### src/rtl/calc_sequencer_pkg.sv
// calc_sequencer_pkg: shared FSM encoding, opcode bit positions and helpers for the calculator sequencer.
package calc_sequencer_pkg;
    typedef enum logic [1:0] {IDLE, EXEC, CAPTURE, RELEASE} state_t;
    localparam int NUM_BTN = 4;
    localparam int OP_ADD = 0;
    localparam int OP_SUB = 1;
    localparam int OP_MUL = 2;
    localparam int OP_DIV = 3;
    function automatic logic is_onehot(input logic [NUM_BTN-1:0] v);
        return (v != '0) && ((v & (v - 1'b1)) == '0);
    endfunction
endpackage

### src/rtl/calc_sequencer_btn_debounce.sv
// btn_debounce: two-flop synchroniser plus stable-sample counter for one button bit.
module btn_debounce #(
    parameter int DEBOUNCE_TICKS = 4
) (
    input  logic clk_pi,
    input  logic rst_n_pi,
    input  logic clk_en_pi,
    input  logic raw_pi,
    output logic level_po
);
    localparam int CW = $clog2(DEBOUNCE_TICKS + 1);
    logic [1:0]    sync_q;
    logic [CW-1:0] cnt_q, cnt_d;
    logic          level_q, level_d;

    always_ff @(posedge clk_pi or negedge rst_n_pi) begin
        if (!rst_n_pi) begin
            sync_q  <= '0;
            cnt_q   <= '0;
            level_q <= 1'b0;
        end else begin
            sync_q  <= {sync_q[0], raw_pi};
            cnt_q   <= cnt_d;
            level_q <= level_d;
        end
    end

    // The level flips on the DEBOUNCE_TICKS-th consecutive differing sample.
    always_comb begin
        cnt_d   = cnt_q;
        level_d = level_q;
        if (clk_en_pi) begin
            if (sync_q[1] == level_q) cnt_d = '0;
            else if (cnt_q == CW'(DEBOUNCE_TICKS - 1)) begin
                cnt_d   = '0;
                level_d = ~level_q;
            end else cnt_d = cnt_q + CW'(1);
        end
    end

    assign level_po = level_q;
endmodule

### src/rtl/calc_sequencer.sv
// calc_sequencer: turns one debounced button press into one timed calculator operation
// and holds the operands, result and overflow for the display.
module calc_sequencer
    import calc_sequencer_pkg::*;
#(
    parameter int DEBOUNCE_TICKS = 4,
    parameter int CALC_WAIT      = 2,
    parameter int DATA_W         = 4,
    parameter int RES_W          = 8
) (
    input  logic              clk_pi,
    input  logic              rst_n_pi,
    input  logic              clk_en_pi,
    input  logic [3:0]        btn_pi,
    input  logic [DATA_W-1:0] data1_pi,
    input  logic [DATA_W-1:0] data2_pi,
    output logic [DATA_W-1:0] calc_data1_po,
    output logic [DATA_W-1:0] calc_data2_po,
    output logic [3:0]        calc_op_po,
    input  logic [RES_W-1:0]  calc_result_pi,
    input  logic              calc_ovflw_pi,
    output logic [RES_W-1:0]  result_po,
    output logic              ovflw_po,
    output logic [15:0]       display_po,
    output logic              busy_po,
    output logic              done_po,
    output logic              err_po
);
    localparam int WC = (CALC_WAIT > 1) ? $clog2(CALC_WAIT) : 1;

    logic [NUM_BTN-1:0] btn_db, btn_prev_q;
    state_t             state_q, state_d;
    logic [WC-1:0]      wait_q, wait_d;
    logic [DATA_W-1:0]  data1_q, data1_d, data2_q, data2_d;
    logic [3:0]         op_q, op_d;
    logic [RES_W-1:0]   result_q, result_d;
    logic               ovflw_q, ovflw_d, err_q, err_d, press;

    for (genvar i = 0; i < NUM_BTN; i++) begin : g_db
        btn_debounce #(.DEBOUNCE_TICKS(DEBOUNCE_TICKS)) u_db (
            .clk_pi(clk_pi), .rst_n_pi(rst_n_pi), .clk_en_pi(clk_en_pi),
            .raw_pi(btn_pi[i]), .level_po(btn_db[i])
        );
    end

    assign press = (btn_prev_q == '0) && (btn_db != '0);

    always_ff @(posedge clk_pi or negedge rst_n_pi) begin
        if (!rst_n_pi) state_q <= IDLE;
        else            state_q <= state_d;
    end

    always_comb begin
        state_d = state_q;
        case (state_q)
            IDLE:    if (press) state_d = is_onehot(btn_db) ? EXEC : RELEASE;
            EXEC:    if (wait_q == '0) state_d = CAPTURE;
            CAPTURE: state_d = RELEASE;
            RELEASE: if (btn_db == '0) state_d = IDLE;
            default: state_d = IDLE;
        endcase
    end

    always_comb begin
        busy_po = (state_q == EXEC) || (state_q == CAPTURE);
        done_po = (state_q == CAPTURE);
    end

    // Operands and opcode only move on a valid press; result only on capture.
    always_comb begin
        data1_d  = data1_q;
        data2_d  = data2_q;
        op_d     = op_q;
        result_d = result_q;
        ovflw_d  = ovflw_q;
        err_d    = err_q;
        wait_d   = (state_q == EXEC && wait_q != '0) ? wait_q - WC'(1) : wait_q;
        if (state_q == IDLE && press) begin
            if (is_onehot(btn_db)) begin
                data1_d = data1_pi;
                data2_d = data2_pi;
                op_d    = btn_db;
                err_d   = 1'b0;
                wait_d  = WC'(CALC_WAIT - 1);
            end else err_d = 1'b1;
        end
        if (state_q == CAPTURE) begin
            result_d = calc_result_pi;
            ovflw_d  = calc_ovflw_pi;
            op_d     = '0;
        end
    end

    always_ff @(posedge clk_pi or negedge rst_n_pi) begin
        if (!rst_n_pi) begin
            btn_prev_q <= '0;
            wait_q     <= '0;
            data1_q    <= '0;
            data2_q    <= '0;
            op_q       <= '0;
            result_q   <= '0;
            ovflw_q    <= 1'b0;
            err_q      <= 1'b0;
        end else begin
            btn_prev_q <= btn_db;
            wait_q     <= wait_d;
            data1_q    <= data1_d;
            data2_q    <= data2_d;
            op_q       <= op_d;
            result_q   <= result_d;
            ovflw_q    <= ovflw_d;
            err_q      <= err_d;
        end
    end

    assign calc_data1_po = data1_q;
    assign calc_data2_po = data2_q;
    assign calc_op_po    = op_q;
    assign result_po     = result_q;
    assign ovflw_po      = ovflw_q;
    assign err_po        = err_q;
    assign display_po    = {data1_q, data2_q, result_q};
endmodule

### config.mk
export PLATFORM = sky130hd
export DESIGN_NAME = calc_sequencer
export DESIGN_NICKNAME = d
export VERILOG_FILES = /design/src/rtl/calc_sequencer_pkg.sv /design/src/rtl/calc_sequencer_btn_debounce.sv /design/src/rtl/calc_sequencer.sv
export SDC_FILE = /design/constraint.sdc
export NUM_CORES = 1
export LEC_CHECK = 0
export BUFFER_PORTS_ARGS = -buffer_cell sky130_fd_sc_hd__clkbuf_2
export CELL_PAD_IN_SITES_DETAIL_PLACEMENT = 0
export CELL_PAD_IN_SITES_GLOBAL_PLACEMENT = 1
export CORE_MARGIN = 10
export CORE_UTILIZATION = 44
export DETAILED_ROUTE_END_ITERATION = 6
export PLACE_DENSITY = 0.86
export SKIP_CTS_REPAIR_TIMING = 1
export SYNTH_ARGS = -nofsm -noshare
export SYNTH_HDL_FRONTEND = slang
export SYNTH_HIERARCHICAL = 1
export SYNTH_SLANG_ARGS = --single-unit
### constraint.sdc
create_clock -name clk_pi -period 2.7 [get_ports clk_pi]
set_input_delay 0.675 -clock clk_pi [delete_from_list [all_inputs] [get_ports clk_pi]]
set_output_delay 0.675 -clock clk_pi [all_outputs]
set_load 0.02 [all_outputs]
**Word-level counts from Yosys, hierarchy flattened**

Index checks and enable logic that the tools add are counted.
W data, S select, Z words.

- Add/subtract/negate cells: 6
- Equality and inequality tests: 14
- Muxes and demuxes: 20
- Bitwise gates (word level): 9
- Reduce and logical (&&, ||, !) cells: 19

Operator list:

| operator | number |
|---|---|
| $mux W3 | 8 |
| $reduce_and A3 Y1 | 5 |
| $add A3 B1 Y3 const B | 4 |
| $eq A3 B2 Y1 const B | 4 |
| $logic_not A4 Y1 | 3 |
| $mux W4 | 3 |
| $mux W2 | 4 |
| $not A1 Y1 | 8 |
| $pmux W2 S4 | 1 |
| $ne A2 B2 Y1 const B | 3 |
| $and A4 B4 Y4 | 1 |
| $eq A1 B1 Y1 | 4 |
| $eq A2 B2 Y1 const B | 2 |
| $logic_and A1 B1 Y1 | 4 |
| $mux W1 | 4 |
| $reduce_and A2 Y1 | 2 |
| $reduce_bool A2 Y1 | 2 |
| $reduce_bool A4 Y1 | 1 |
| $sub A4 B1 Y4 const B | 1 |
| $eq A2 B1 Y1 const B | 1 |
| $logic_not A2 Y1 | 1 |
| $logic_or A1 B1 Y1 | 1 |
| $sub A1 B1 Y1 const B | 1 |

- Register bits after elaboration: 53
- Output and inout port bits: 40
- Logic and storage cells: 89

**Logic depth before layout (Yosys ltp)**

Gate-level depths: netlist of run 1.

- Depth after elaboration: 7
- Mapped depth: 6
- Gate-level depth less buffers: 5

**Modules after synthesis**

The synthesis of run 1 kept the hierarchy.

Modules (own cells, without submodules):

| module | times used | cells each | area an instance (µm²) | sequential area each (µm²) |
|---|---|---|---|---|
| calc_sequencer | 1 | 102 | 1,371.3 | 725.7 |
| btn_debounce | 4 | 20 | 250.2 | 150.1 |

**Worst setup path after synthesis of run 1**

Ideal clock, no wire load.

- Path kind: flip-flop to flip-flop
- Start: reg state_q[0]
- End: reg ovflw_q, in the netlist ovflw_po
- Arrival time: 1.659 ns
- Required time: 2.575 ns
- Path slack: 0.916 ns
- Stages on the path, launching flop included: 6
- Path buffers: 2
- Cells stage by stage: dfrtp_1 inv_1 ha_1 clkbuf_1 clkbuf_1 mux2_2

- Word-level cells in the longest chain between the ends: 1

RTL lines:

| what | RTL line | source |
|---|---|---|
| start, declared | calc_sequencer.sv:32 | `state_t state_q, state_d;` |
| start signal, assigned | calc_sequencer.sv:50 | `else state_q <= state_d;` |
| $eq A2 B2 Y1 | - |  |
| named net done_po | calc_sequencer.sv:26 | `output logic done_po,` |
| end signal, assigned | calc_sequencer.sv:111 | `ovflw_q <= ovflw_d;` |
| end, declared | calc_sequencer.sv:37 | `logic ovflw_q, ovflw_d, err_q, err_d, press;` |

The timed path passes the listed nets, and every way through them passes these cells.
A chain may end at the register's enable or synchronous reset.

**Worst setup path after layout of run 1**

- Start: reg state_q[0]
- End: out busy_po

- Word-level cells in the longest chain between the ends: 2

RTL lines:

| what | RTL line | source |
|---|---|---|
| $eq A2 B1 Y1 or $eq A2 B2 Y1 (tied branches) | calc_sequencer.sv:65 | `busy_po = (state_q == EXEC) \|\| (state_q == CAPTURE);` |
| $logic_or A1 B1 Y1 * | calc_sequencer.sv:65 |  |
| end, declared | calc_sequencer.sv:25 | `output logic busy_po,` |

Mark *: on every way between the ends. The rest lies on a longest branch, timed or not.

==> qor.csv, run 1 <==
stage,metric,value,unit
yosys,syn_nets,214,
cts,cts_sinks,53,
floorplan,io_pins,64,
critical_path,cpMaxStageDelayCell,dfrtp_1,
critical_path,worstPathArrival,1.29,ns
outcome,status,"complete, no violations",
timing,max_slew_margin,53.43,%
yosys,ys_seq_area_share,55.91,%
cells_and_area,syn2layout_area_growth,17.67,%
place,dp.cells,299,
global_routing,grt_pass1_vias,1581,
cells_and_area,diodes,0,
cells_and_area,layout.cells.non_filler,307,
cts,insertion_delay,0.31,ns
floorplan,die_x,93.43,um
cts,root_buffer,clkbuf_8,
power_and_ir_drop,leakage,1.352,nW
critical_path,cp_data_required_time,2.03,ns
global_routing,grt_pass1_wl,7272,um
floorplan,row_count,26,
routing,ant_nets,0,
worst_hold_path,min_path_type,reg -> reg,
cts,htreeDepth,2,
yosys,synth_enable_flop_cells,0,
cells_and_area,layout_common_cells,"clkbuf_2 (63), dfrtp_1 (53), nand2b_1 (19), mux2_2 (12), inv_1 (11)",
routing,wl_per_cell,14.01,um
critical_path,critPathKind,reg -> out,
global_routing,grt_overflow_total,0,
critical_path,crit_buf_inv,2,
timing,fin_setup_tns,0,ns
yosys,syn_area_per_cell,13.03,um2
timing,fmax,510.1,MHz
routing,drt_first_iter_violations,54,
power_and_ir_drop,power_density,1250,mW/mm2
cells_and_area,drive_gt1_share,42.19,%
routing,viasPerCell,4.762,
yosys,ys_async_sr_fraction,100.0,%
global_routing,grt_use_total,10.21,%
yosys,ys_ff_latch,53,
timing,drv_slew,0,
timing,rsz0062_at_grt,false,
cells_and_area,nets,268,
yosys,synth_flop_cell,dfrtp_1,
routing,drc,0,
floorplan,die_y,93.43,um
place,portBuffers,63,
critical_path,crit_path_end_kind,primary output,
critical_path,cpPeakStageDelay,0.42,ns
power_and_ir_drop,ir_drop,0.4612,mV
yosys,ys_types,28,
timing,min_period,1.960,ns
cts,clk_pin_slew_worst_paths,0.09,ns
run,cap_violations,0,
floorplan,start_util,45.86,%
timing,fin_crit_sh,72.60,%
place,hpwl,3217,um
floorplan,die_area,0.008728,mm2
cells_and_area,fill_cells,439,
critical_path,crit_chain,"inv_1, ha_1, clkbuf_2",
critical_path,start_kind,flip-flop,
critical_path,crit_family,flip-flops,
yosys,yosys_warnings,6,
global_routing,antenna_found_initial,0,
cts,numCtsBuffers,5,
place,gp_congestion,0.6947,
timing,hold_viol,0,
routing,dr_total_vias,1462,
yosys,syn_area,0.002372,mm2
global_routing,grt_start_max_net_pins,29,
timing,finalClockSkew,0.005693,ns
routing,routed_wl,4300,um
floorplan,core,0.005172,mm2
cells_and_area,final_common_cell,clkbuf_2,
timing,setup_viol,0,
cts,cts_tree,done,
cts,cts_buffer_depth,2,
timing,worst_slew_pin_slew,0.6985,ns
critical_path,crit_fanout,4,
cells_and_area,multiInputGateArea,865.8,um2
yosys,syn_inst,182,
routing,drt_pre_antenna_iters,4,
cells_and_area,regArea,0.001326,mm2
## cells in the mapped netlist, types with 4 or more instances
cell      number  share of area (%)
inv_1         11                1.7
nand2_1        6               0.95
o31ai_1        4                1.3
nor2b_1        4                1.1
mux2i_1        6                2.5
mux2_4         9                5.7
mux2_2        12                5.7
buf_4         16                5.1
nand2b_1      19                5.0
nand3b_1       4                1.3
xnor2_1        4                1.5
o22ai_1        9                2.4
dfrtp_1       53                 56
ha_1           8                4.2
## layer usage
| metal | global-route usage (%) | vias up | wire length, um |
|---|---|---|---|
| met2 | 17.05 | 49 | 2050 |
| met5 | 0 | - | 0 |
| li1 | - | 713 | - |
| met1 | 10.81 | 693 | 1705 |
| met4 | 3.470 | 0 | 44 |
| met3 | 5.356 | 7 | 500 |
## registers in the layout, indices dropped and copies added (netlist names)
| signal | flops |
|---|---|
| result_po | 8 |
| btn_prev_q | 4 |
| err_po | 1 |
| wait_q | 1 |
| calc_op_po | 4 |
| calc_data1_po | 4 |
| g_db.u_db/cnt_q | 12 |
| g_db.u_db/sync_q | 8 |
| ovflw_po | 1 |
| calc_data2_po | 4 |
| state_q | 2 |
| g_db.u_db/level_po | 4 |
## power by group
part	leakage, nW	internal, mW	switching [mW]
combinational	0.634	0.701	0.866
sequential	0.660	1.11	0.255
clock	0.0574	0.301	0.258
total	1.35	2.11	1.38
## per-stage QoR
step,hold WS [ns],setup WS [ns],power [mW],instance area (um2),utilization [%]
final,0.3551,0.7397,3.490,2791,53.97
after global routing,0.3605,0.5072,3.755,2791,53.97
after CTS,0.3573,0.7006,3.550,2791,53.97
after detailed placement,0.3355,0.7121,2.980,2671,51.64
after global placement,0.3347,0.7934,2.939,2671,51.64
after floorplan,0.3312,0.9164,2.632,2372,-
## final timing paths
path                            cells after the start              startpoint  slack, ns                      to
max in group asynchronous                           2                rst_n_pi       1.72  g_db[1].u_db/sync_q[0]
min in group asynchronous                           1                rst_n_pi       0.39        calc_data2_po[2]
worst min register to register                      0  g_db[0].u_db/sync_q[0]       0.36  g_db[0].u_db/sync_q[1]
worst max register to register                      5   g_db[3].u_db/level_po       0.76           calc_op_po[1]
worst max-delay path                                3              state_q[0]       0.74                 busy_po
worst min-delay path                                0  g_db[0].u_db/sync_q[0]       0.36  g_db[0].u_db/sync_q[1]
## logic make-up after synthesis
logic type | count (synthesis) | synth area share, %
DFF | 53 | 55.91
and+or+nand+nor | 41 | 10.92
buffers and inverters | 30 | 7.595
muxes | 27 | 13.92
AOI/OAI and AO/OA | 18 | 5.591
adders and majority gates | 8 | 4.220
xor gates and xnor gates | 5 | 1.846
## worst register-to-register path, delay by kind of cell (launching register included)
kind / cells / cell delay [ns]
AO/OA/AOI/OAI: 1 / 0.11
buffers and inverters: 1 / 0.26
AND/OR/NAND/NOR: 2 / 0.83
flip-flops: 1 / 0.48
multiplexers: 1 / 0.19
## final cells by class
class                   instances  area share, %
clock buffers                   6          2.958
clock inverters                 2          1.345
inverters                      11          1.479
multi-input cells              99          31.02
flip-flops and latches         53          47.51
well taps                      70          3.138
repair buffers                 66          12.55
Note: power is estimated with default switching activity, not from simulation.
==> run 2, diff against run 1 <==
--- a/config.mk
+++ b/config.mk
@@ -9,9 +9,9 @@
 export CELL_PAD_IN_SITES_DETAIL_PLACEMENT = 0
 export CELL_PAD_IN_SITES_GLOBAL_PLACEMENT = 1
 export CORE_MARGIN = 10
-export CORE_UTILIZATION = 44
+export CORE_UTILIZATION = 41
 export DETAILED_ROUTE_END_ITERATION = 6
-export PLACE_DENSITY = 0.86
+export PLACE_DENSITY = 0.81
 export SKIP_CTS_REPAIR_TIMING = 1
 export SYNTH_ARGS = -nofsm -noshare
 export SYNTH_HDL_FRONTEND = slang
==> constraint.sdc (replaced) <==
create_clock -name clk_pi -period 2.05 [get_ports clk_pi]
set_input_delay 0.5125 -clock clk_pi [delete_from_list [all_inputs] [get_ports clk_pi]]
set_output_delay 0.5125 -clock clk_pi [all_outputs]
set_load 0.02 [all_outputs]
==> qor.csv, run 2 (same netlist as run 1, synthesis figures left out) <==
stage,metric,value,unit
routing,wl_per_cell,13.83,um
place,hpwl,3384,um
cells_and_area,fin_area,0.002819,mm2
timing,fin_ws,0.1166,ns
routing,routed_wl,4329,um
cts,cts_tree,done,
critical_path,worstPathArrival,1.42,ns
timing,setup_viol,0,
routing,drt_pre_antenna_iters,4,
place,pre_cts_ws,0.2616,ns
cts,insertion_delay,0.31,ns
place,portBuffers,63,
timing,drv_slew,0,
floorplan,core,0.005574,mm2
timing,finalClockSkew,0.008588,ns
timing,fmax,517.2,MHz
cells_and_area,layout.cells.non_filler,313,
critical_path,rr_endpoint,calc_data2_po[1],
timing,min_period,1.933,ns
critical_path,start_kind,flip-flop,
timing,fin_setup_tns,0,ns
power_and_ir_drop,power_density,1625,mW/mm2
cells_and_area,diodes,0,
place,gp_congestion,0.7331,
cts,cts_buffer_depth,2,
critical_path,rr_worst_depth,5,
cells_and_area,final_common_cell,clkbuf_2,
cts,cts_sinks,53,
power_and_ir_drop,total_power,4.580,mW
critical_path,r2r_setup_slack,0.26,ns
cells_and_area,drive_gt1_share,43.15,%
cells_and_area,final_util,50.57,%
global_routing,grt_start_max_net_pins,22,
critical_path,worstReg2RegStart,g_db[3].u_db/level_po,
timing,hold_viol,0,
worst_hold_path,min_path_type,in -> async,
cts,clk_pin_slew_worst_paths,0.09,ns
routing,drt_first_iter_violations,54,
routing,viasPerCell,4.703,
critical_path,crit_path_end_kind,primary output,
global_routing,grt_pass1_vias,1466,
timing,hold_ws,0.1773,ns
critical_path,critPathKind,reg -> out,
cells_and_area,largest_reg_flops,12,
global_routing,antenna_found_initial,0,
floorplan,die_x,96.07,um
cells_and_area,layout_common_cells,"clkbuf_2 (63), dfrtp_1 (53), nand2b_1 (19), mux2_2 (12), inv_1 (11)",
timing,worst_slew_pin_slew,0.5501,ns
place,post_dp_cell_area,0.002704,mm2
power_and_ir_drop,leakage,1.368,nW
place,dp.cells,305,
floorplan,io_pins,64,
global_routing,grt_use_total,9.656,%
floorplan,die_area,0.009228,mm2
outcome,status,"complete, no violations",
timing,max_slew_margin,63.32,%
timing,rsz0062_at_grt,false,
floorplan,die_y,96.07,um
floorplan,row_count,27,
cts,root_buffer,clkbuf_8,
run,cap_violations,0,
routing,ant_nets,0,
critical_path,crit_fanout,11,
routing,dr_total_vias,1472,
critical_path,cp_data_required_time,1.54,ns
floorplan,start_util,42.56,%
cts,htreeDepth,2,
global_routing,grt_overflow_total,0,
cts,numCtsBuffers,5,
power_and_ir_drop,ir_drop,0.6162,mV
cells_and_area,syn2layout_area_growth,18.83,%
cells_and_area,nets,272,
global_routing,grt_pass1_wl,7044,um
cells_and_area,largest-register,g_db.u_db/cnt_q,
routing,drc,0,
timing,fin_crit_sh,94.31,%
## run 2: cell types whose count changed in the layout (fill, tap and decap cells not counted)
cell,delta
buf_4,+4
clkinv_4,+1
clkbuf_8,-1
## run 2: final cells by class
cell class                 instances  area (um2)
timing repair buffer              70       380.4
sequential                        53        1326
fill                             498        2755
clock inverter                     3       46.29
inverter                          11       41.29
clock buffer                       5       68.82
tap                               72       90.09
multi-input combinational         99       865.8
## run 2: worst max-delay path, stage by stage, from the launching register on
cell,delay (ns)
dfrtp_1,0.42
inv_1,0.10
ha_1,0.35
clkbuf_2,0.24
## run 2: worst max-delay path by stage
stage	from	to	slack, ns	cells past startpoint
global placement	g_db[0].u_db/level_po	calc_data1_po[3]	0.34	5
floorplan	state_q[0]	ovflw_po	0.27	5
finish	state_q[0]	done_po	0.12	3
CTS	state_q[0]	done_po	0.1	3
global route	state_q[0]	done_po	0.009	3
detailed placement	g_db[0].u_db/level_po	calc_data2_po[0]	0.26	5
## run 2: power by group
group	switching, mW	internal, mW	leakage [nW]	total, mW
registers	0.336	1.46	0.660	1.80
logic	1.14	0.934	0.654	2.08
clock network	0.340	0.365	0.0543	0.706
## run 2: layer usage
metal	vias up	share of wire (%)	track usage, %
met3	7	10	4.047
met2	38	48	16.09
li1	723	-	-
met1	704	41	10.90
met5	-	0	0
met4	0	1.3	3.317
